### config.mk
export PLATFORM = sky130hd
export DESIGN_NAME = mealy_seq_ctrl
export DESIGN_NICKNAME = d
export VERILOG_FILES = /design/src/rtl/mealy_seq_ctrl.sv
export SDC_FILE = /design/constraint.sdc
export NUM_CORES = 1
export LEC_CHECK = 0
export BUFFER_PORTS_ARGS = -buffer_cell sky130_fd_sc_hd__buf_2
export CAP_MARGIN = 20
export CORE_MARGIN = 3
export CORE_UTILIZATION = 55
export CTS_CLUSTER_DIAMETER = 150
export CTS_CLUSTER_SIZE = 12
export DETAILED_ROUTE_END_ITERATION = 8
export HOLD_SLACK_MARGIN = 0.12
export PLACE_DENSITY = 0.82
export SETUP_SLACK_MARGIN = 0.15
export SLEW_MARGIN = 15
export SYNTH_ARGS = -nofsm -noshare
export SYNTH_HDL_FRONTEND = slang
export SYNTH_SLANG_ARGS = --single-unit
### constraint.sdc
create_clock -name clk -period 3.1 [get_ports clk]
set_clock_uncertainty 0.1 [all_clocks]
set_input_delay 0.62 -clock clk [delete_from_list [all_inputs] [get_ports clk]]
set_output_delay 0.62 -clock clk [all_outputs]
set_load 0.005 [all_outputs]
### src/rtl/mealy_seq_ctrl.sv
// mealy_seq_ctrl
//   Serializes one WIDTH-bit frame into an external Mealy sequence detector
//   and counts how many cycles the detector flags a match while the frame
//   is being shifted out.
//
//   Handshake: a frame is accepted on a rising edge where start=1 and
//   ready=1. ready is high only in IDLE. Any start seen while busy is
//   dropped (no queuing). done is a one-cycle pulse in REPORT; match_cnt
//   is valid from that cycle and holds until the next accepted frame.
//
//   Ports
//     clk        : rising-edge clock
//     reset      : synchronous active-high reset
//     start      : frame request
//     data_in    : frame to serialize, captured on acceptance
//     det_z      : detector output, sampled on every SHIFT edge
//     ready      : controller idle, can accept a frame
//     busy       : controller in CLR / SHIFT / REPORT
//     det_reset  : reset pulse to the detector (reset OR CLR)
//     ser_out    : serial bit to the detector, 0 outside SHIFT
//     match_cnt  : saturating count of det_z=1 cycles in the last frame
//     done       : one-cycle pulse when match_cnt becomes valid
//     dbg_state  : current FSM state (0 IDLE, 1 CLR, 2 SHIFT, 3 REPORT)
module mealy_seq_ctrl #(
    parameter int WIDTH     = 8,
    parameter bit MSB_FIRST = 1'b1
) (
    input  logic             clk,
    input  logic             reset,
    input  logic             start,
    input  logic [WIDTH-1:0] data_in,
    input  logic             det_z,
    output logic             ready,
    output logic             busy,
    output logic             det_reset,
    output logic             ser_out,
    output logic [3:0]       match_cnt,
    output logic             done,
    output logic [1:0]       dbg_state
);

    typedef enum logic [1:0] {
        S_IDLE   = 2'd0,
        S_CLR    = 2'd1,
        S_SHIFT  = 2'd2,
        S_REPORT = 2'd3
    } state_t;

    localparam int CW = $clog2(WIDTH);

    state_t           state_q, state_d;
    logic [WIDTH-1:0] sh_q;
    logic [CW-1:0]    cnt_q;
    logic [3:0]       mc_q;
    logic             last_bit;
    logic             head_bit;

    assign last_bit = (cnt_q == CW'(WIDTH - 1));
    assign head_bit = MSB_FIRST ? sh_q[WIDTH-1] : sh_q[0];

    // State register
    always_ff @(posedge clk) begin
        if (reset) begin
            state_q <= S_IDLE;
        end else begin
            state_q <= state_d;
        end
    end

    // Next-state logic
    always_comb begin
        state_d = state_q;
        case (state_q)
            S_IDLE:   if (start) state_d = S_CLR;
            S_CLR:    state_d = S_SHIFT;
            S_SHIFT:  if (last_bit) state_d = S_REPORT;
            S_REPORT: state_d = S_IDLE;
            default:  state_d = S_IDLE;
        endcase
    end

    // Datapath: shift register, bit counter, match counter.
    // det_z is only looked at on SHIFT edges, i.e. the edge that retires
    // the bit currently on ser_out, which captures the detector's
    // same-cycle Mealy response to that bit.
    always_ff @(posedge clk) begin
        if (reset) begin
            sh_q  <= '0;
            cnt_q <= '0;
            mc_q  <= '0;
        end else begin
            case (state_q)
                S_IDLE: begin
                    if (start) begin
                        sh_q  <= data_in;
                        cnt_q <= '0;
                        mc_q  <= '0;
                    end
                end
                S_SHIFT: begin
                    if (MSB_FIRST) begin
                        sh_q <= {sh_q[WIDTH-2:0], 1'b0};
                    end else begin
                        sh_q <= {1'b0, sh_q[WIDTH-1:1]};
                    end
                    cnt_q <= last_bit ? '0 : cnt_q + 1'b1;
                    // Saturate rather than wrap so a long frame with many
                    // matches still reads as "at least 15".
                    if (det_z && (mc_q != 4'hF)) begin
                        mc_q <= mc_q + 4'd1;
                    end
                end
                default: ;
            endcase
        end
    end

    // Outputs, decoded from state/registers only. The reset term on
    // det_reset lets the detector be reset together with the controller.
    always_comb begin
        ready     = (state_q == S_IDLE);
        busy      = (state_q != S_IDLE);
        det_reset = reset | (state_q == S_CLR);
        ser_out   = (state_q == S_SHIFT) & head_bit;
        done      = (state_q == S_REPORT);
        match_cnt = mc_q;
        dbg_state = state_q;
    end

endmodule

; ---- Yosys cells after proc, flatten, opt, wreduce, memory -nomap -nowiden
; Index checks and enable logic that the tools add are counted.
[classes]
add_sub_neg = 2
n_mux = 11
reduce_logical = 7
n_eq_ne = 8
bitwise_logic = 2
[ops]
columns = operator, n
row1 = case mux 8 bit (2 select lines), 1
row2 = two-way mux 4 bit, 2
row3 = two-way mux 8 bit, 1
row4 = case mux 2 bit (4 select lines), 1
row5 = case mux 4 bit (2 select lines), 1
row6 = two-way mux 3 bit, 2
row7 = != test 2 bit (second input constant), 3
row8 = case mux 3 bit (2 select lines), 1
row9 = adder 4 x 1 -> 4 bit (second input constant), 1
row10 = equality test 2 bit (second input constant), 2
row11 = two-way mux 2 bit, 2
row12 = != test 4 bit (second input constant), 1
row13 = AND reduction 2 bit, 2
row14 = nonzero test 2 bit, 2
row15 = adder 3 x 1 -> 3 bit (second input constant), 1
row16 = equality test 3 bit (second input constant), 1
row17 = AND reduction 3 bit, 1
row18 = equality test 2 x 1 -> 1 bit (second input constant), 1
row19 = zero test 2 bit, 1
row20 = AND 1 bit, 1
row21 = logical AND 1 bit, 1
row22 = OR 1 bit, 1
[totals]
reg_bits = 17
in_bits = 12
word_cells = 34
out_inout_bits = 11

; ---- Logic depth before layout (Yosys ltp)
; Gate-level depths: netlist of run 1.
[logic_depth]
depth_word = 4
ltp_mapped = 7
depth_no_buf = 6

; ---- Worst setup path after synthesis of run 1
; OpenSTA, ideal clock, no wires.
[synth_path]
kind = register -> output
startpoint = register state_q[0], in the netlist dbg_state[0]
endpoint = output ser_out
arrival_time_ns = 1.156
required_ns = 2.380
path_stages_with_launch = 6
setup_slack_ns = 1.224
cell_sequence = dfxtp_1 > inv_1 > ha_1 > buf_6 > buf_2 > and2_1
[synth_between]
elab_chain_cells = 2
[synth_lines]
columns = element, line_no
row1 = "start, declared", 51  ; state_t state_q, state_d;
row2 = "start signal, assigned", 66  ; state_q <= state_d;
row3 = equality test 2 bit, 124  ; ser_out = (state_q == S_SHIFT) & head_bit;
row4 = AND 1 bit, 124
row5 = "end, declared", 36  ; output logic ser_out,
; No other way between the ends.

; ---- Final worst setup path of run 1
; Ends and elaborated chain as after synthesis.

==> metrics.md, run 1 <==
| Metric | Value |
|---|---|
| Status | `completed` |
| Synth warnings | `0` |
| Post-synth top area cell | `dfxtp_1` |
| Nets | `143` |
| Worst path required time | `about 2400 ps` |
| # rows | `14` |
| CP Class | `register to output pin` |
| Worst Setup End Kind | `output pin` |
| Syn Area/Cell | `9.588 µm²` |
| Slew at the pin closest to its max-slew limit | `between 400 and 500 ps` |
| Synthesized area | `just under 1000 µm²` |
| Cell count after synthesis | `101` |
| Total Wirelength | `~1800 µm` |
| Die Span Y | `47.96 µm` |
| Via count | `765` |
| Cts hold-fix bufs | `0` |
| Initial Util | `around three fifths` |
| # IOs | `23` |
| Top FF cell, synth | `dfxtp_1` |
| Post-DRT Antenna Nets | `0` |
| Worst-path fanout max | `8` |
| Min Tclk post-route | `2157 ps` |
| Initial antenna violation count | `0` |
| Die area | `2300 µm²` |
| Number of enable flip-flop cells after synthesis | `0` |
| Hold Fails Final Rpt | `0` |
| Share of the synthesized area in the top cell type | `35.14%` |
| # H-tree levels | `1` |
| Async set-reset flop share out of synthesis | `0%` |
| Yosys cell types | `34` |
| Max Cap Violations | `0` |
| Width of the die | `47.96 µm` |
| Clk slew on worst S/H paths | `100 ps` |
| Global Route Usage Sum | `approximately 17%` |
| N_diodes | `0` |
| First-pass GRT wire length | `around 2700 µm` |
| Syn-to-layout area delta | `12.79%` |
| Gr ovfl total | `0` |
| Via density | `5.504` |
| Synth Register Bits | `17` |
| Placed Cells | `135` |
| Unrepaired setup endpoints after global routing | `false` |
| WL per Instance | `12.70 µm` |
| Worst Hold Class | `register to register` |
| Post-route DRC violation count | `0` |
| Pwr per Cell Area | `909.1 nW/µm²` |
| Final Max Tran Viols | `0` |
| DR pass1 iterations | `2` |
| Largest net degree at the start of global routing | `20` |
| Total CTS buffers | `3` |
| Post-CTS Resized | `0` |
| Hpwl dp | `1371 µm` |
| Arr. time, crit path | `1440 ps` |
| Total Neg Setup Slack | `0 ps` |
| Root Buffer | `clkbuf_4` |
| IO Port Bufs | `22` |
| Seq/Total Area, Yosys | `35.14%` |
| Core Box Area | `1577 µm²` |
| Layout cells sized above 1 | `34.96%` |
| Startpoint types | `register` |
| Top cells by area, synth | `dfxtp_1, a211oi_2, ha_1` |
| CTS Sinks | `17` |
| FMAX | `463.6 MHz` |
| Crit share post-route | `69.58%` |
| DRT iter0 DRCs | `2` |
| Gpl congestion | `0.7254` |
| Lkg Pwr | `0.4608 nW` |
| Finish-stage setup viols | `0` |
| Setup bufs post-CTS | `0` |
| Slew HR | `72.03%` |
| Vias in the first global route | `648` |
| CTS tree | `yes` |
| Max clock buf depth | `2` |
| Post-Layout Cell Count | `139` |
| Syn nets | `120` |
| Peak VDD IR | `0.5385 mV` |
| Latest clock arrival within the worst-skew pair | `280 ps` |
-- worst paths after layout --
check	from	to	slack, ps	cells past startpoint
max	dbg_state[0]$_SDFFE_PP0P_	ser_out	940	4
min	sh_q[0]$_SDFFE_PP0P_	sh_q[0]$_SDFFE_PP0P_	370	2
max reg2reg	dbg_state[0]$_SDFFE_PP0P_	cnt_q[1]$_SDFFE_PP0P_	1300	6
min reg2reg	sh_q[0]$_SDFFE_PP0P_	sh_q[0]$_SDFFE_PP0P_	370	2
-- cells in the mapped netlist, types with 3 or more instances --
cell type / instances
o21ai_1: 3
mux2i_1: 7
dfxtp_1: 17
a211oi_2: 7
nor2_1: 10
nor3_1: 3
ha_1: 7
nand2_1: 10
a21oi_1: 5
inv_1: 3
-- sequential cells by signal, indices dropped and copies added (netlist names) --
signal	count
sh_q	8
match_cnt	4
cnt_q	3
dbg_state	2
-- layout make-up --
type / count / area, µm²
multi-input cells: 76 / 576.8
repair buffers: 23 / 117.6
fillers: 128 / 484.2
clock buffers: 4 / 26.28
flip-flops and latches: 17 / 340.3
inverters: 3 / 11.26
well taps: 16 / 20.02
-- cells in the final DEF, fill, tap and decap left out, types with 5 or more instances in the layout --
cell	count
a211oi_2	7
nand2_1	10
dfxtp_1	17
nor2_1	10
a21oi_1	5
buf_2	22
mux2i_1	7
ha_1	7
-- worst max-delay path, cell delays in order, from the launching register on --
cell,delay (ps)
dfxtp_1,410
inv_1,80
ha_1,320
and2_1,210
buf_2,120
-- through the flow --
stage          worst slack, ps  hold WS (ps)  utilization, %  area, µm²  total power (W)
4_1_cts                  923.6         372.3           69.29       1092         0.001009
2_1_floorplan             1224         340.1               -      968.4        0.0008023
3_3_place_gp              1083         350.1           67.62       1066        0.0008654
5_1_grt                  846.1         387.5           69.29       1092         0.001075
3_5_place_dp              1074         358.5           67.62       1066        0.0008884
6_report                 943.0         370.7           69.29       1092        0.0009930
-- metal layers --
layer	vias up	routed length (µm)	GRT usage, %
met4	0	19	6.452
met1	346	776	18.83
li1	403	-	-
met2	12	925	30.87
met3	4	44	3.383
met5	-	0	0
-- kinds of logic (layout without fill, tap and decap cells) --
family	Yosys count	count (layout)	share of synthesized area [%]
simple gates	39	39	23.00
compound gates	22	22	19.12
flops	17	17	35.14
mux	8	8	8.398
buf+inv	8	30	5.296
fa+ha+maj	7	7	9.044
-- power breakdown --
group | internal, W | total (W) | switching [W] | leakage [nW]
Sequential | 0.000289 | 0.000337 | 0.0000474 | 0.139
Combinational | 0.000216 | 0.000538 | 0.000322 | 0.306
Clock | 0.0000500 | 0.000118 | 0.0000683 | 0.0150
Total | 0.000555 | 0.000993 | 0.000438 | 0.461
(Power assumes the default switching activity.)
==> run 2: changes to the inputs <==
--- a/config.mk
+++ b/config.mk
@@ -8,12 +8,12 @@
 export BUFFER_PORTS_ARGS = -buffer_cell sky130_fd_sc_hd__buf_2
 export CAP_MARGIN = 20
 export CORE_MARGIN = 3
-export CORE_UTILIZATION = 55
+export CORE_UTILIZATION = 51
 export CTS_CLUSTER_DIAMETER = 150
 export CTS_CLUSTER_SIZE = 12
 export DETAILED_ROUTE_END_ITERATION = 8
 export HOLD_SLACK_MARGIN = 0.12
-export PLACE_DENSITY = 0.82
+export PLACE_DENSITY = 0.76
 export SETUP_SLACK_MARGIN = 0.15
 export SLEW_MARGIN = 15
 export SYNTH_ARGS = -nofsm -noshare
==> constraint.sdc (replaced) <==
create_clock -name clk -period 2.3 [get_ports clk]
set_clock_uncertainty 0.1 [all_clocks]
set_input_delay 0.46 -clock clk [delete_from_list [all_inputs] [get_ports clk]]
set_output_delay 0.46 -clock clk [all_outputs]
set_load 0.005 [all_outputs]
==> metrics.md, run 2 (synthesis gave the netlist of run 1 again) <==
| Metric | Value |
|---|---|
| Hpwl dp | `1404 µm (was 1371 µm)` |
| DR pass1 iterations | `4 (was 2)` |
| Worst Hold Class | `primary input to register (was register to register)` |
| # rows | `15 (was 14)` |
| Vias in the first global route | `732 (was 648)` |
| Worst r2r src | `dbg_state[0]$_SDFFE_PP0P_ (unchanged)` |
| Pwr per Cell Area | `1217 nW/µm² (was 909.1 nW/µm²)` |
| Reg2reg setup slack | `530 ps (was 1300 ps)` |
| Critical path startpoint | `dbg_state[0]$_SDFFE_PP0P_ (unchanged)` |
| Setup bufs post-CTS | `0 (unchanged)` |
| Via density | `5.336 (was 5.504)` |
| Hold Crit Depth | `3 (was 2)` |
| Worst path required time | `1740 ps (was 2380 ps)` |
| Commonest non-fill, non-tap cells in the layout | `buf_2, dfxtp_1, nor2_1, nand2_1 (unchanged)` |
| Global Route Usage Sum | `16.49% (was 16.86%)` |
| # IOs | `23 (unchanged)` |
| Max clock buf depth | `2 (unchanged)` |
| Worst reg-to-reg path cell count | `6 (unchanged)` |
| Total CTS buffers | `3 (unchanged)` |
| Die Span Y | `49.58 µm (was 47.96 µm)` |
| Total Wirelength | `1854 µm (was 1765 µm)` |
| Min Tclk post-route | `~2000 ps` |
| CTS Sinks | `17 (unchanged)` |
| Worst-path fanout max | `12 (was 8)` |
| Peak VDD IR | `0.6080 mV (was 0.5385 mV)` |
| Initial antenna violation count | `0 (unchanged)` |
| Gr ovfl total | `0 (unchanged)` |
| Syn-to-layout area delta | `15.12% (was 12.79%)` |
| WL per Instance | `12.44 µm (was 12.70 µm)` |
| Nets | `144 (was 143)` |
| Crit share post-route | `~85%` |
| Placed Cells | `145 (was 135)` |
| Status | `completed (unchanged)` |
| Finish-stage setup viols | `0 (unchanged)` |
| Unrepaired setup endpoints after global routing | `false (unchanged)` |
| Slew HR | `77.69% (was 72.03%)` |
| Lkg Pwr | `0.4667 nW (was 0.4608 nW)` |
| Total Neg Setup Slack | `0 ps (unchanged)` |
| Root Buffer | `clkbuf_4 (unchanged)` |
| Worst Min Path Start | `data_in[0] (was sh_q[0]$_SDFFE_PP0P_)` |
| Hold EP | `sh_q[0]$_SDFFE_PP0P_ (unchanged)` |
| Leading cell type in the layout, fill and taps excluded | `buf_2 (unchanged)` |
| First-pass GRT wire length | `3174 µm (was 2718 µm)` |
| Core Box Area | `1764 µm² (was 1577 µm²)` |
| Post-DRT Antenna Nets | `0 (unchanged)` |
| Startpoint types | `register (unchanged)` |
| Post-Layout Cell Count | `149 (was 139)` |
| Largest net degree at the start of global routing | `19 (was 20)` |
| CP Class | `register to output pin (unchanged)` |
| WHS | `308.2 ps (was 370.7 ps)` |
| FMAX | `511.1 MHz` |
| DRT iter0 DRCs | `20 (was 2)` |
| Hold Fails Final Rpt | `0 (unchanged)` |
| CTS tree | `yes (unchanged)` |
| Gpl congestion | `0.7543 (was 0.7254)` |
| Arr. time, crit path | `1400 ps (was 1440 ps)` |
| Max reg flops | `8 (unchanged)` |
| Width of the die | `49.58 µm (was 47.96 µm)` |
| Via count | `795 (was 765)` |
| Worst Slack Setup Final | `343.3 ps (was 943.0 ps)` |
| Final Max Tran Viols | `0 (unchanged)` |
| Post-route DRC violation count | `0 (unchanged)` |
| Largest register by flop count | `sh_q (unchanged)` |
| IO Port Bufs | `22 (unchanged)` |
| Worst Setup End Kind | `output pin (unchanged)` |
| Clk slew on worst S/H paths | `100 ps (about the same)` |
| N_diodes | `0 (unchanged)` |
| Die area | `2458 µm² (was 2300 µm²)` |
| Layout cells sized above 1 | `37.10% (was 34.96%)` |
| Initial Util | `54.89% (was 61.43%)` |
| Latest clock arrival within the worst-skew pair | `300 ps (was 280 ps)` |
| R2r endpoint | `match_cnt[2]$_SDFFE_PP0P_ (was cnt_q[1]$_SDFFE_PP0P_)` |
| Slew at the pin closest to its max-slew limit | `334.6 ps (was 419.5 ps)` |
| Max Cap Violations | `0 (unchanged)` |
| # H-tree levels | `1 (unchanged)` |
| Pre-CTS WS | `511.5 ps (was 1074 ps)` |
run 2: what timing repair did:
item                       CTS  global route
hold buffers                 0             0
gates resized for setup      0             1
setup endpoints to repair    0             1
run 2: worst max-delay path by stage:
stage | endpoint | slack (ps) | depth (start not counted)
CTS | ser_out | 210 | 4
global placement | sh_q[2]$_SDFFE_PP0P_ | 620 | 6
finish | ser_out | 340 | 4
detailed placement | match_cnt[2]$_SDFFE_PP0P_ | 510 | 6
floorplan | ser_out | 580 | 5
global route | det_reset | 270 | 4
run 2: area by class of cell:
cell class / instances / area [µm²]
clock buffer: 3 / 22.52
multi-input combinational: 76 / 579.3
clock inverter: 1 / 5.005
sequential: 17 / 340.3
timing repair buffer: 24 / 125.1
tap: 25 / 31.28
fill: 166 / 649.4
inverter: 3 / 11.26
run 2: layer usage:
metal  up-vias  track usage, %  routed length [µm]
li1        404               -                   -
met1       374           17.81                 781
met2        15           30.18                 965
met3         2           5.740                  95
met4         0           4.147                  12
met5         -               0                   0
run 2: critical path: stages (launching register included):
cell	delay, ps
dfxtp_1	410
inv_1	100
ha_2	280
and2_1	190
buf_2	120
run 2: per-stage QoR:
| stage | cell area (µm²) | power (W) | utilization, % |
|---|---|---|---|
| finish | 1115 | 0.001357 | 63.19 |
| CTS | 1112 | 0.001365 | 63.05 |
| detailed placement | 1085 | 0.001200 | 61.49 |
| global placement | 1085 | 0.001167 | 61.49 |
| floorplan | 968.4 | 0.001081 | - |
| global route | 1115 | 0.001462 | 63.19 |
run 2: power breakdown:
part	internal [W]	switching, W
sequential	0.000389	0.0000576
combinational	0.000297	0.000446
clock	0.0000649	0.000102
